[config.mk]
export PLATFORM = sky130hd
export DESIGN_NAME = head_fifo_reader_flat
export DESIGN_NICKNAME = d
export VERILOG_FILES = /design/src/rtl/head_fifo_reader_pkg.sv /design/src/rtl/head_fifo_reader_if.sv /design/src/rtl/head_fifo_reader_skid_buf.sv /design/src/rtl/head_fifo_reader.sv /design/src/flat_wrapper.sv
export SDC_FILE = /design/constraint.sdc
export NUM_CORES = 1
export LEC_CHECK = 0
export CAP_MARGIN = 15
export CORE_MARGIN = 4
export CORE_UTILIZATION = 50
export DETAILED_ROUTE_END_ITERATION = 6
export PLACE_DENSITY = 0.78
export SLEW_MARGIN = 20
export SYNTH_ARGS = -nofsm -noshare
export SYNTH_HDL_FRONTEND = slang
export SYNTH_SLANG_ARGS = --single-unit
[constraint.sdc]
create_clock -name clk -period 3.27 [get_ports clk]
set_input_delay 0.327 -clock clk [delete_from_list [all_inputs] [get_ports clk]]
set_output_delay 0.327 -clock clk [all_outputs]
set_load 0.02 [all_outputs]
[src/rtl/head_fifo_reader_pkg.sv]
// Shared definitions for the head FIFO reader: FSM encoding, default widths and
// the post-burst settle time.
package head_fifo_reader_pkg;

  localparam int DATA_W_DEF    = 32;
  localparam int BURST_LEN_DEF = 16;
  // Cycles spent in GAP so the registered fill count catches up with the burst's reads
  localparam int GAP_CYCLES    = 2;

  typedef enum logic [1:0] {
    IDLE  = 2'd0,
    READ  = 2'd1,
    FLUSH = 2'd2,
    GAP   = 2'd3
  } rd_state_e;

endpackage

[src/rtl/head_fifo_reader_if.sv]
// Head FIFO read port plus downstream valid/ready stream of the head FIFO reader.
interface head_fifo_reader_if
  import head_fifo_reader_pkg::*;
#(
  parameter int DATA_W = DATA_W_DEF
);

  logic [7:0]        fifo_num;
  logic              fifo_empty;
  logic              fifo_rd_en;
  logic [DATA_W-1:0] fifo_dout;
  logic [DATA_W-1:0] out_data;
  logic              out_valid;
  logic              out_ready;
  logic              out_last;
  logic              busy;
  logic              burst_done;

  modport master (
    input  fifo_num, fifo_empty, fifo_dout, out_ready,
    output fifo_rd_en, out_data, out_valid, out_last, busy, burst_done
  );

  modport slave (
    output fifo_num, fifo_empty, fifo_dout, out_ready,
    input  fifo_rd_en, out_data, out_valid, out_last, busy, burst_done
  );

endinterface

[src/rtl/head_fifo_reader_skid_buf.sv]
// Two-entry in-order output buffer; the head entry drives the downstream stream.
module head_skid_buf #(
  parameter int W = 33
) (
  input  logic         clk,
  input  logic         reset_n,
  input  logic         push,
  input  logic [W-1:0] push_data,
  input  logic         pop,
  output logic [W-1:0] head_data,
  output logic         head_valid,
  output logic [1:0]   occ
);

  logic [W-1:0] data0;
  logic [W-1:0] data1;
  logic         v0;
  logic         v1;
  logic         do_pop;

  assign do_pop     = pop & v0;
  assign head_data  = data0;
  assign head_valid = v0;
  assign occ        = {1'b0, v0} + {1'b0, v1};

  // The reader never pushes into a full buffer unless the head pops the same cycle
  always_ff @(posedge clk or negedge reset_n) begin
    if (!reset_n) begin
      data0 <= '0;
      data1 <= '0;
      v0    <= 1'b0;
      v1    <= 1'b0;
    end else begin
      case ({push, do_pop})
        2'b01: begin
          data0 <= data1;
          v0    <= v1;
          v1    <= 1'b0;
        end
        2'b10: begin
          if (!v0) begin
            data0 <= push_data;
            v0    <= 1'b1;
          end else begin
            data1 <= push_data;
            v1    <= 1'b1;
          end
        end
        2'b11: begin
          if (v1) begin
            data0 <= data1;
            data1 <= push_data;
          end else begin
            data0 <= push_data;
          end
        end
        default: ;
      endcase
    end
  end

endmodule

[src/rtl/head_fifo_reader.sv]
// Reads fixed-length bursts from the head FIFO once enough words are queued and
// streams them downstream through a two-entry buffer, tagging the final word.
module head_fifo_reader
  import head_fifo_reader_pkg::*;
#(
  parameter int DATA_W    = DATA_W_DEF,
  parameter int BURST_LEN = BURST_LEN_DEF
) (
  input  logic               clk,
  input  logic               reset_n,
  head_fifo_reader_if.master bus
);

  localparam logic [7:0] BURST_LEN_U8 = 8'(BURST_LEN);
  localparam logic [7:0] LAST_IDX     = 8'(BURST_LEN - 1);
  localparam logic [1:0] GAP_LAST     = 2'(GAP_CYCLES - 1);

  rd_state_e         state;
  logic [7:0]        fifo_num_reg;
  logic [7:0]        issued;
  logic [1:0]        gap_cnt;
  logic              inflight;
  logic              inflight_last;
  logic              rd_en;
  logic              xfer;
  logic              head_valid;
  logic              head_last;
  logic [1:0]        occ;
  logic [2:0]        slots_used;
  logic [DATA_W:0]   head_entry;

  assign head_last = head_entry[DATA_W];
  assign xfer      = head_valid & bus.out_ready;

  // Occupancy is counted after this cycle's transfer so a steady stream keeps one read per cycle
  assign slots_used = {1'b0, occ} - {2'b00, xfer} + {2'b00, inflight};

  always_comb begin
    rd_en = 1'b0;
    if (state == READ && issued < BURST_LEN_U8 && !bus.fifo_empty)
      rd_en = (slots_used < 3'd2);
  end

  always_ff @(posedge clk or negedge reset_n) begin
    if (!reset_n) begin
      state         <= IDLE;
      fifo_num_reg  <= '0;
      issued        <= '0;
      gap_cnt       <= '0;
      inflight      <= 1'b0;
      inflight_last <= 1'b0;
    end else begin
      fifo_num_reg  <= bus.fifo_num;
      inflight      <= rd_en;
      inflight_last <= rd_en && (issued == LAST_IDX);
      case (state)
        IDLE: begin
          if (fifo_num_reg >= BURST_LEN_U8 && !bus.fifo_empty) begin
            state  <= READ;
            issued <= '0;
          end
        end
        READ: begin
          if (rd_en) begin
            issued <= issued + 8'd1;
            if (issued == LAST_IDX)
              state <= FLUSH;
          end
        end
        FLUSH: begin
          if (xfer && head_last) begin
            state   <= GAP;
            gap_cnt <= '0;
          end
        end
        GAP: begin
          gap_cnt <= gap_cnt + 2'd1;
          if (gap_cnt == GAP_LAST)
            state <= IDLE;
        end
        default: state <= IDLE;
      endcase
    end
  end

  head_skid_buf #(
    .W (DATA_W + 1)
  ) u_skid (
    .clk        (clk),
    .reset_n    (reset_n),
    .push       (inflight),
    .push_data  ({inflight_last, bus.fifo_dout}),
    .pop        (xfer),
    .head_data  (head_entry),
    .head_valid (head_valid),
    .occ        (occ)
  );

  assign bus.fifo_rd_en = rd_en;
  assign bus.out_data   = head_entry[DATA_W-1:0];
  assign bus.out_valid  = head_valid;
  assign bus.out_last   = head_valid & head_last;
  assign bus.busy       = (state != IDLE);
  assign bus.burst_done = xfer & head_last & (state == FLUSH);

endmodule

[src/flat_wrapper.sv]
// flat-port wrapper written by rule: the top's interface ports become plain ports
module head_fifo_reader_flat import head_fifo_reader_pkg::*;
#(
  parameter int DATA_W    = DATA_W_DEF,
  parameter int BURST_LEN = BURST_LEN_DEF
)
  (clk, reset_n, bus_fifo_num, bus_fifo_empty, bus_fifo_dout, bus_out_ready, bus_fifo_rd_en, bus_out_data, bus_out_valid, bus_out_last, bus_busy, bus_burst_done);
  head_fifo_reader_if #(.DATA_W(DATA_W)) bus_i ();
  input  logic clk;
  input  logic reset_n;
  input wire logic [$bits(bus_i.fifo_num)-1:0] bus_fifo_num;
  input wire logic [$bits(bus_i.fifo_empty)-1:0] bus_fifo_empty;
  input wire logic [$bits(bus_i.fifo_dout)-1:0] bus_fifo_dout;
  input wire logic [$bits(bus_i.out_ready)-1:0] bus_out_ready;
  output wire logic [$bits(bus_i.fifo_rd_en)-1:0] bus_fifo_rd_en;
  output wire logic [$bits(bus_i.out_data)-1:0] bus_out_data;
  output wire logic [$bits(bus_i.out_valid)-1:0] bus_out_valid;
  output wire logic [$bits(bus_i.out_last)-1:0] bus_out_last;
  output wire logic [$bits(bus_i.busy)-1:0] bus_busy;
  output wire logic [$bits(bus_i.burst_done)-1:0] bus_burst_done;
  assign bus_i.fifo_num = bus_fifo_num;
  assign bus_i.fifo_empty = bus_fifo_empty;
  assign bus_i.fifo_dout = bus_fifo_dout;
  assign bus_i.out_ready = bus_out_ready;
  assign bus_fifo_rd_en = bus_i.fifo_rd_en;
  assign bus_out_data = bus_i.out_data;
  assign bus_out_valid = bus_i.out_valid;
  assign bus_out_last = bus_i.out_last;
  assign bus_busy = bus_i.busy;
  assign bus_burst_done = bus_i.burst_done;
  head_fifo_reader #(.DATA_W(DATA_W), .BURST_LEN(BURST_LEN)) u_core (.clk(clk), .reset_n(reset_n), .bus(bus_i));
endmodule
Yosys cells after proc, flatten, opt, wreduce, memory -nomap -nowiden
Cells that the tools add are included.
{"block": "word_totals", "word_cells": 79, "regBits": 90}
{"block": "op_classes", "add_sub_neg": 5, "reduce_logical": 19, "mux": 21, "bitwise": 5, "eq_ne": 16, "n_lt_le_gt_ge": 3}
{"operator": "33-bit 2-to-1 mux", "n": 4}
{"operator": "33-bit one-hot mux with 3 select lines", "n": 1}
{"operator": "33-bit one-hot mux with 2 select lines", "n": 1}
{"operator": "8-bit 2-to-1 mux", "n": 2}
{"operator": "8-bit one-hot mux with 2 select lines", "n": 1}
{"operator": "2-bit 2-to-1 mux", "n": 6}
{"operator": "2-bit nonzero test", "n": 5}
{"operator": "8-bit by 1-bit adder with 8-bit output, second input constant", "n": 1}
{"operator": "2-bit == test, second input constant", "n": 4}
{"operator": "8-bit by 4-bit == test with 1-bit output, second input constant", "n": 1}
{"operator": "8-bit by 5-bit >= comparator with 1-bit output, second input constant", "n": 1}
{"operator": "8-bit by 5-bit less-than comparator with 1-bit output, second input constant", "n": 1}
{"operator": "2-bit by 1-bit != test with 1-bit output, second input constant", "n": 4}
{"operator": "2-bit != test, second input constant", "n": 4}
{"operator": "2-bit one-hot mux with 4 select lines", "n": 1}
{"operator": "2-bit by 1-bit == test with 1-bit output, second input constant", "n": 3}
{"operator": "2-bit AND reduction", "n": 3}
{"operator": "3-bit AND reduction", "n": 2}
{"operator": "1-bit bitwise AND", "n": 5}
{"operator": "1-bit logical AND", "n": 5}
{"operator": "5-bit AND reduction", "n": 1}
{"operator": "1-bit one-hot mux with 2 select lines", "n": 2}
{"operator": "2-bit one-hot mux with 2 select lines", "n": 1}
{"operator": "3-bit by 1-bit adder with 3-bit output", "n": 1}
{"operator": "other kinds (8)", "n": 9}

Logic depth before layout (Yosys ltp)
{"block": "depth", "depth_word": 7, "mapped_depth": 10, "mapped_depth_nobuf": 10}

Hierarchy
A second synthesis with hierarchy kept.
{"block": "unflattened", "hier_cells": 350, "hier_area_um2": 4076.4}
{"module": "head_skid_buf", "seq_area_each_um2": 1701.6, "area_each_um2": 3119.2, "n_inst": 1, "cells_per_inst": 264}
{"module": "head_fifo_reader", "seq_area_each_um2": 450.4, "area_each_um2": 957.2, "n_inst": 1, "cells_per_inst": 86}

Worst setup path before layout
No wires, ideal clock.
{"block": "synth_path", "path_type": "flip-flop to flip-flop", "startpoint": "register u_core.u_skid.v0 (netlist: u_core.u_skid.head_valid)", "endpoint": "register u_core.state[1]", "setup_slack_ps": 687, "path_buffers": 0, "required_ps": 3142, "setup_ps": 128, "t_arrival_ps": 2455, "path_stages_with_launch": 11, "synth_period_minus_slack_ps": 2583, "cell_sequence": "dfrtp_1 -> nand2_1 -> inv_1 -> ha_1 -> inv_1 -> ha_1 -> a21oi_1 -> xor2_4 -> nand3_2 -> a211oi_2 -> mux2_1"}
{"block": "synth_via", "elab_chain_cells": 7, "elab_cells_between_ends": 10, "cone_classes": "add/sub (3); order compare (1); eq/ne (2); mux (1); bitwise (1); reduce/logical (2)"}
{"element": "from (decl)", "line_no": "head_fifo_reader_skid_buf.sv:17", "text": "logic v0;"}
{"element": "from (signal assigned)", "line_no": "head_fifo_reader_skid_buf.sv:37", "text": "v0 <= v1;"}
{"element": "1-bit by 1-bit adder with 2-bit output or 1-bit bitwise AND (tied branches)", "line_no": "head_fifo_reader_skid_buf.sv:24, head_fifo_reader.sv:33"}
{"element": "2-bit by 1-bit subtractor with 3-bit output", "line_no": "head_fifo_reader.sv:36", "text": "assign slots_used = {1'b0, occ} - {2'b00, xfer} + {2'b00, inflight};"}
{"element": "3-bit by 1-bit adder with 3-bit output", "line_no": "head_fifo_reader.sv:36"}
{"element": "3-bit by 2-bit less-than comparator with 1-bit output", "line_no": "head_fifo_reader.sv:41", "text": "rd_en = (slots_used < 3'd2);"}
{"element": "1-bit 2-to-1 mux", "line_no": "head_fifo_reader.sv:40", "text": "if (state == READ && issued < BURST_LEN_U8 && !bus.fifo_empty)"}
{"element": "2-bit by 1-bit != test with 1-bit output (no line)"}
{"element": "5-bit AND reduction (no line) (*)"}
{"element": "to (signal assigned)", "line_no": "head_fifo_reader.sv:46", "text": "state <= IDLE;"}
{"element": "to (signal assigned)", "line_no": "head_fifo_reader.sv:59", "text": "state <= READ;"}
{"element": "to (signal assigned)", "line_no": "head_fifo_reader.sv:67", "text": "state <= FLUSH;"}
{"element": "to (decl)", "line_no": "head_fifo_reader.sv:18", "text": "rd_state_e state;"}
Every way passes the cells marked *; elsewhere a longest branch is shown, timed or not.
A chain may end at the register's enable or synchronous reset.

Final worst setup path
{"block": "layout_path", "startpoint": "register u_core.u_skid.v0 (netlist: u_core.u_skid.head_valid)", "endpoint": "output port bus_fifo_rd_en"}
{"block": "layout_via", "elab_chain_cells": 5, "elab_cells_between_ends": 6, "cone_classes": "add/sub (3); order compare (1); mux (1); bitwise (1)"}
{"element": "1-bit by 1-bit adder with 2-bit output or 1-bit bitwise AND (tied branches)", "line_no": "head_fifo_reader_skid_buf.sv:24, head_fifo_reader.sv:33"}
{"element": "2-bit by 1-bit subtractor with 3-bit output (*)", "line_no": "head_fifo_reader.sv:36"}
{"element": "3-bit by 1-bit adder with 3-bit output (*)", "line_no": "head_fifo_reader.sv:36"}
{"element": "3-bit by 2-bit less-than comparator with 1-bit output (*)", "line_no": "head_fifo_reader.sv:41"}
{"element": "1-bit 2-to-1 mux (*)", "line_no": "head_fifo_reader.sv:40"}
{"element": "to (decl)", "line_no": "flat_wrapper.sv:15", "text": "output wire logic [$bits(bus_i.fifo_rd_en)-1:0] bus_fifo_rd_en;"}
Marks and branches as above.

==> impl_metrics.json <==
{
  "die_h_um": 97.32,
  "die_w_um": 97.32,
  "crit_fanout": 8,
  "die_area_sq_um": 9470,
  "initial_core_util_pct": 51.62,
  "crit_required_ps": 2940,
  "syn_area_per_cell_sq_um": 11.05,
  "numPortBuffers": 76,
  "antenna_cells": 0,
  "syn_nets": 416,
  "vias": 2731,
  "comb_power_share_pct": 44.9,
  "cts_setup_buffers": 0,
  "seq_power_share_pct": 38.7,
  "cts_buffers": 9,
  "cts.path.max_buffers": 2,
  "vdd_drop_max_v": 0.0004504,
  "power.density_nw_per_um2": 940.5,
  "power.share.clock_pct": 16.4,
  "numClockSinks": 86,
  "synth_warnings": 0,
  "final_antenna_net_count": 0,
  "grt_pass1_vias": 2817,
  "grt_max_degree": 87,
  "clk_latency_ps": 350,
  "drt_first_iter_violations": 90,
  "yosysUniqueCellTypes": 37,
  "crit_slowest_cell": "dfrtp_1",
  "grtUsageTotal_pct": 17.23,
  "setup_viol": 0,
  "drtPass1Iterations": 4,
  "slew_viol_final": 0,
  "drv_cap": 0,
  "core-area_sq_um": 7727,
  "switching_power_mw": 1.697,
  "min_period_ps": 2790,
  "ys_seq_area_share_pct": 53.95,
  "power_report.internal_total_mw": 2.870,
  "fin_nets": 460,
  "status": "complete, no violations",
  "wl_per_cell_um": 15.34,
  "drive_gt1_share_pct": 15.85,
  "finalWirelength_um": 7856,
  "clkTransAtPathRegs_ps": 90,
  "overflow": 0,
  "antenna_found_initial": 0,
  "dpl.hpwl_um": 5326,
  "worstPathArrival_ps": 2460,
  "skew_ps": 10.00,
  "switching_share_pct": 37.16,
  "syn_area_sq_um": 3989,
  "p_leak_nw": 2.120,
  "max_freq_ghz": 0.3584,
  "ys_ff_latch": 86,
  "gp_congestion": 0.7881,
  "cts_hold_repair.buffers": 0,
  "via_per_inst": 5.334,
  "htree_levels": 3,
  "relSlewSlack_pct": 48.15,
  "timing.final.crit_share_pct": 85.33,
  "hold_viol_final": 0,
  "rsz0062_at_grt": "no",
  "fin_setup_tns_ps": 0,
  "ctsRootBufferMaster": "clkbuf_8",
  "critPathLaunchType": "register",
  "path_class": "register to primary output",
  "io_pins": 81,
  "cp_slowest_stage_delay_ps": 470,
  "netlist_instances": 361,
  "hold_path.class": "input port to async pin",
  "fillers": 602,
  "syn_to_final_growth_pct": 21.74,
  "worst_pin_slew_ps": 777.7,
  "rows": 32,
  "end_kind": "primary output",
  "post_cts_resized": 1,
  "drc_errors": 0,
  "crit_chain": "nand2_1, inv_1, ha_1, inv_1, ha_1, a21oi_2, xor2_4, and3_1, dlymetal6s2s_1",
  "grt_pass1_wl_um": 13300,
  "cts_tree": "built",
  "finalPower_mw": 4.567
}
==> cell type report <==
cell class / instances / area, sq um / share of cell area, %
repair buffers: 82 / 822.0 / 16.93
flip-flops and latches: 86 / 2152 / 44.32
well taps: 102 / 127.6 / 2.628
clock buffers: 10 / 127.6 / 2.628
multi-input cells: 216 / 1518 / 31.25
clock inverters: 6 / 71.32 / 1.469
inverters: 10 / 37.54 / 0.7730
==> kinds of logic (layout without fill, tap and decap cells) <==
kind of cell	after synthesis	after routing	share of synthesized area, %
AOI/OAI and AO/OA	89	89	13.90
adders and majority gates	11	11	3.450
DFF	86	86	53.95
muxes	36	36	10.10
and+or+nand+nor	79	79	9.254
buffers and inverters	59	108	8.657
xor gates and xnor gates	1	1	0.6902
==> Yosys cell counts (all sizes together) <==
cell    instances  area, sq um
a211o           1        8.760
a211oi          1        12.51
a21o            1        7.510
a21oi           3        15.01
a22oi          33        247.7
a41oi           1        8.760
and2            3        18.77
and3            4        25.02
buf            36        259.0
clkbuf         13        48.80
dfrtp          86         2152
ha             11        137.6
inv            10        37.53
mux2           34        382.9
mux2i           2        20.02
nand2          44        165.2
nand2b          2        12.51
nand3           8        45.04
nand4           1        6.260
nor2            8        37.54
nor2b           3        18.77
nor3            2        10.01
nor4            1        6.260
o211ai          2        15.01
o21a            1        7.510
o21ai          45        225.2
o22ai           1        6.260
or3             2        12.51
or4             1        11.26
xor2            1        27.53
==> per-layer routing <==
| layer | global-route usage [%] | routed length [um] | vias to the layer above |
|---|---|---|---|
| met1 | 21.41 | 3366 | 1320 |
| met5 | 0 | 0 | - |
| met3 | 6.030 | 502 | 11 |
| met2 | 28.29 | 3817 | 77 |
| li1 | - | - | 1323 |
| met4 | 5.538 | 170 | 0 |
==> placed cells by master (no fill, tap or decap), types with 2 or more instances in the layout <==
| cell | n |
|---|---|
| clkbuf_8 | 9 |
| inv_1 | 9 |
| and2_1 | 3 |
| nor2_1 | 6 |
| or3_1 | 2 |
| mux2_2 | 33 |
| ha_1 | 11 |
| clkinvlp_4 | 2 |
| o211ai_1 | 2 |
| nor2b_1 | 3 |
| buf_4 | 5 |
| clkdlybuf4s50_1 | 74 |
| nor3_1 | 2 |
| nand2_1 | 44 |
| nand3_1 | 7 |
| and3_1 | 4 |
| nand2b_1 | 2 |
| o21ai_0 | 44 |
| dfrtp_1 | 86 |
| nor2_4 | 2 |
| a22oi_1 | 33 |
| mux2i_1 | 2 |
| clkinv_4 | 2 |
==> path summary, 6_finish.rpt <==
kind	start	end	slack, ps	depth (start not counted)
worst max-delay path	u_core.u_skid.head_valid$_DFFE_PN0P_	bus_fifo_rd_en	480	9
worst min-delay path	reset_n	u_core.issued[0]$_DFFE_PN0P_	20	1
worst max register to register	u_core.u_skid.head_valid$_DFFE_PN0P_	u_core.state[1]$_DFFE_PN0P_	650	11
worst min register to register	u_core.u_skid.head_data[0]$_DFFE_PN0P_	u_core.u_skid.head_data[0]$_DFFE_PN0P_	480	2
max in group asynchronous	reset_n	u_core.u_skid.head_data[24]$_DFFE_PN0P_	2710	1
min in group clk	bus_fifo_num[6]	u_core.fifo_num_reg[6]$_DFF_PN0_	410	1
==> power groups by stage <==
| stage | Clock [mW] | Combinational [mW] | Sequential [mW] |
|---|---|---|---|
| 2_1_floorplan | 0 | 1.59 | 1.71 |
| 3_3_place_gp | 0 | 1.99 | 1.76 |
| 3_5_place_dp | 0 | 2.07 | 1.78 |
| 4_1_cts | 0.772 | 2.07 | 1.77 |
| 5_1_grt | 0.817 | 2.26 | 1.83 |
| 6_report | 0.750 | 2.05 | 1.77 |
==> metrics by stage <==
stage	setup slack (ps)	std cells	hold slack, ps	util [%]	instance area, sq um
2_1_floorplan	687.3	361	31.41	-	3989
3_5_place_dp	114.5	496	469.4	60.14	4647
3_3_place_gp	132.4	496	459.7	60.14	4647
4_1_cts	52.44	512	211.6	62.76	4850
5_1_grt	265.1	512	83.67	62.84	4856
6_report	479.7	512	23.11	62.84	4856
==> critical path: cells and delay by family (launching register included) <==
family	cells	cell delay, ps
adder cells (fa/ha/maj)	2	540
AND/OR/NAND/NOR	2	360
flip-flops	1	470
XOR/XNOR	1	160
buffers and inverters	3	340
AO/OA/AOI/OAI	1	240
No activity file was read; power rests on OpenSTA's default activity.
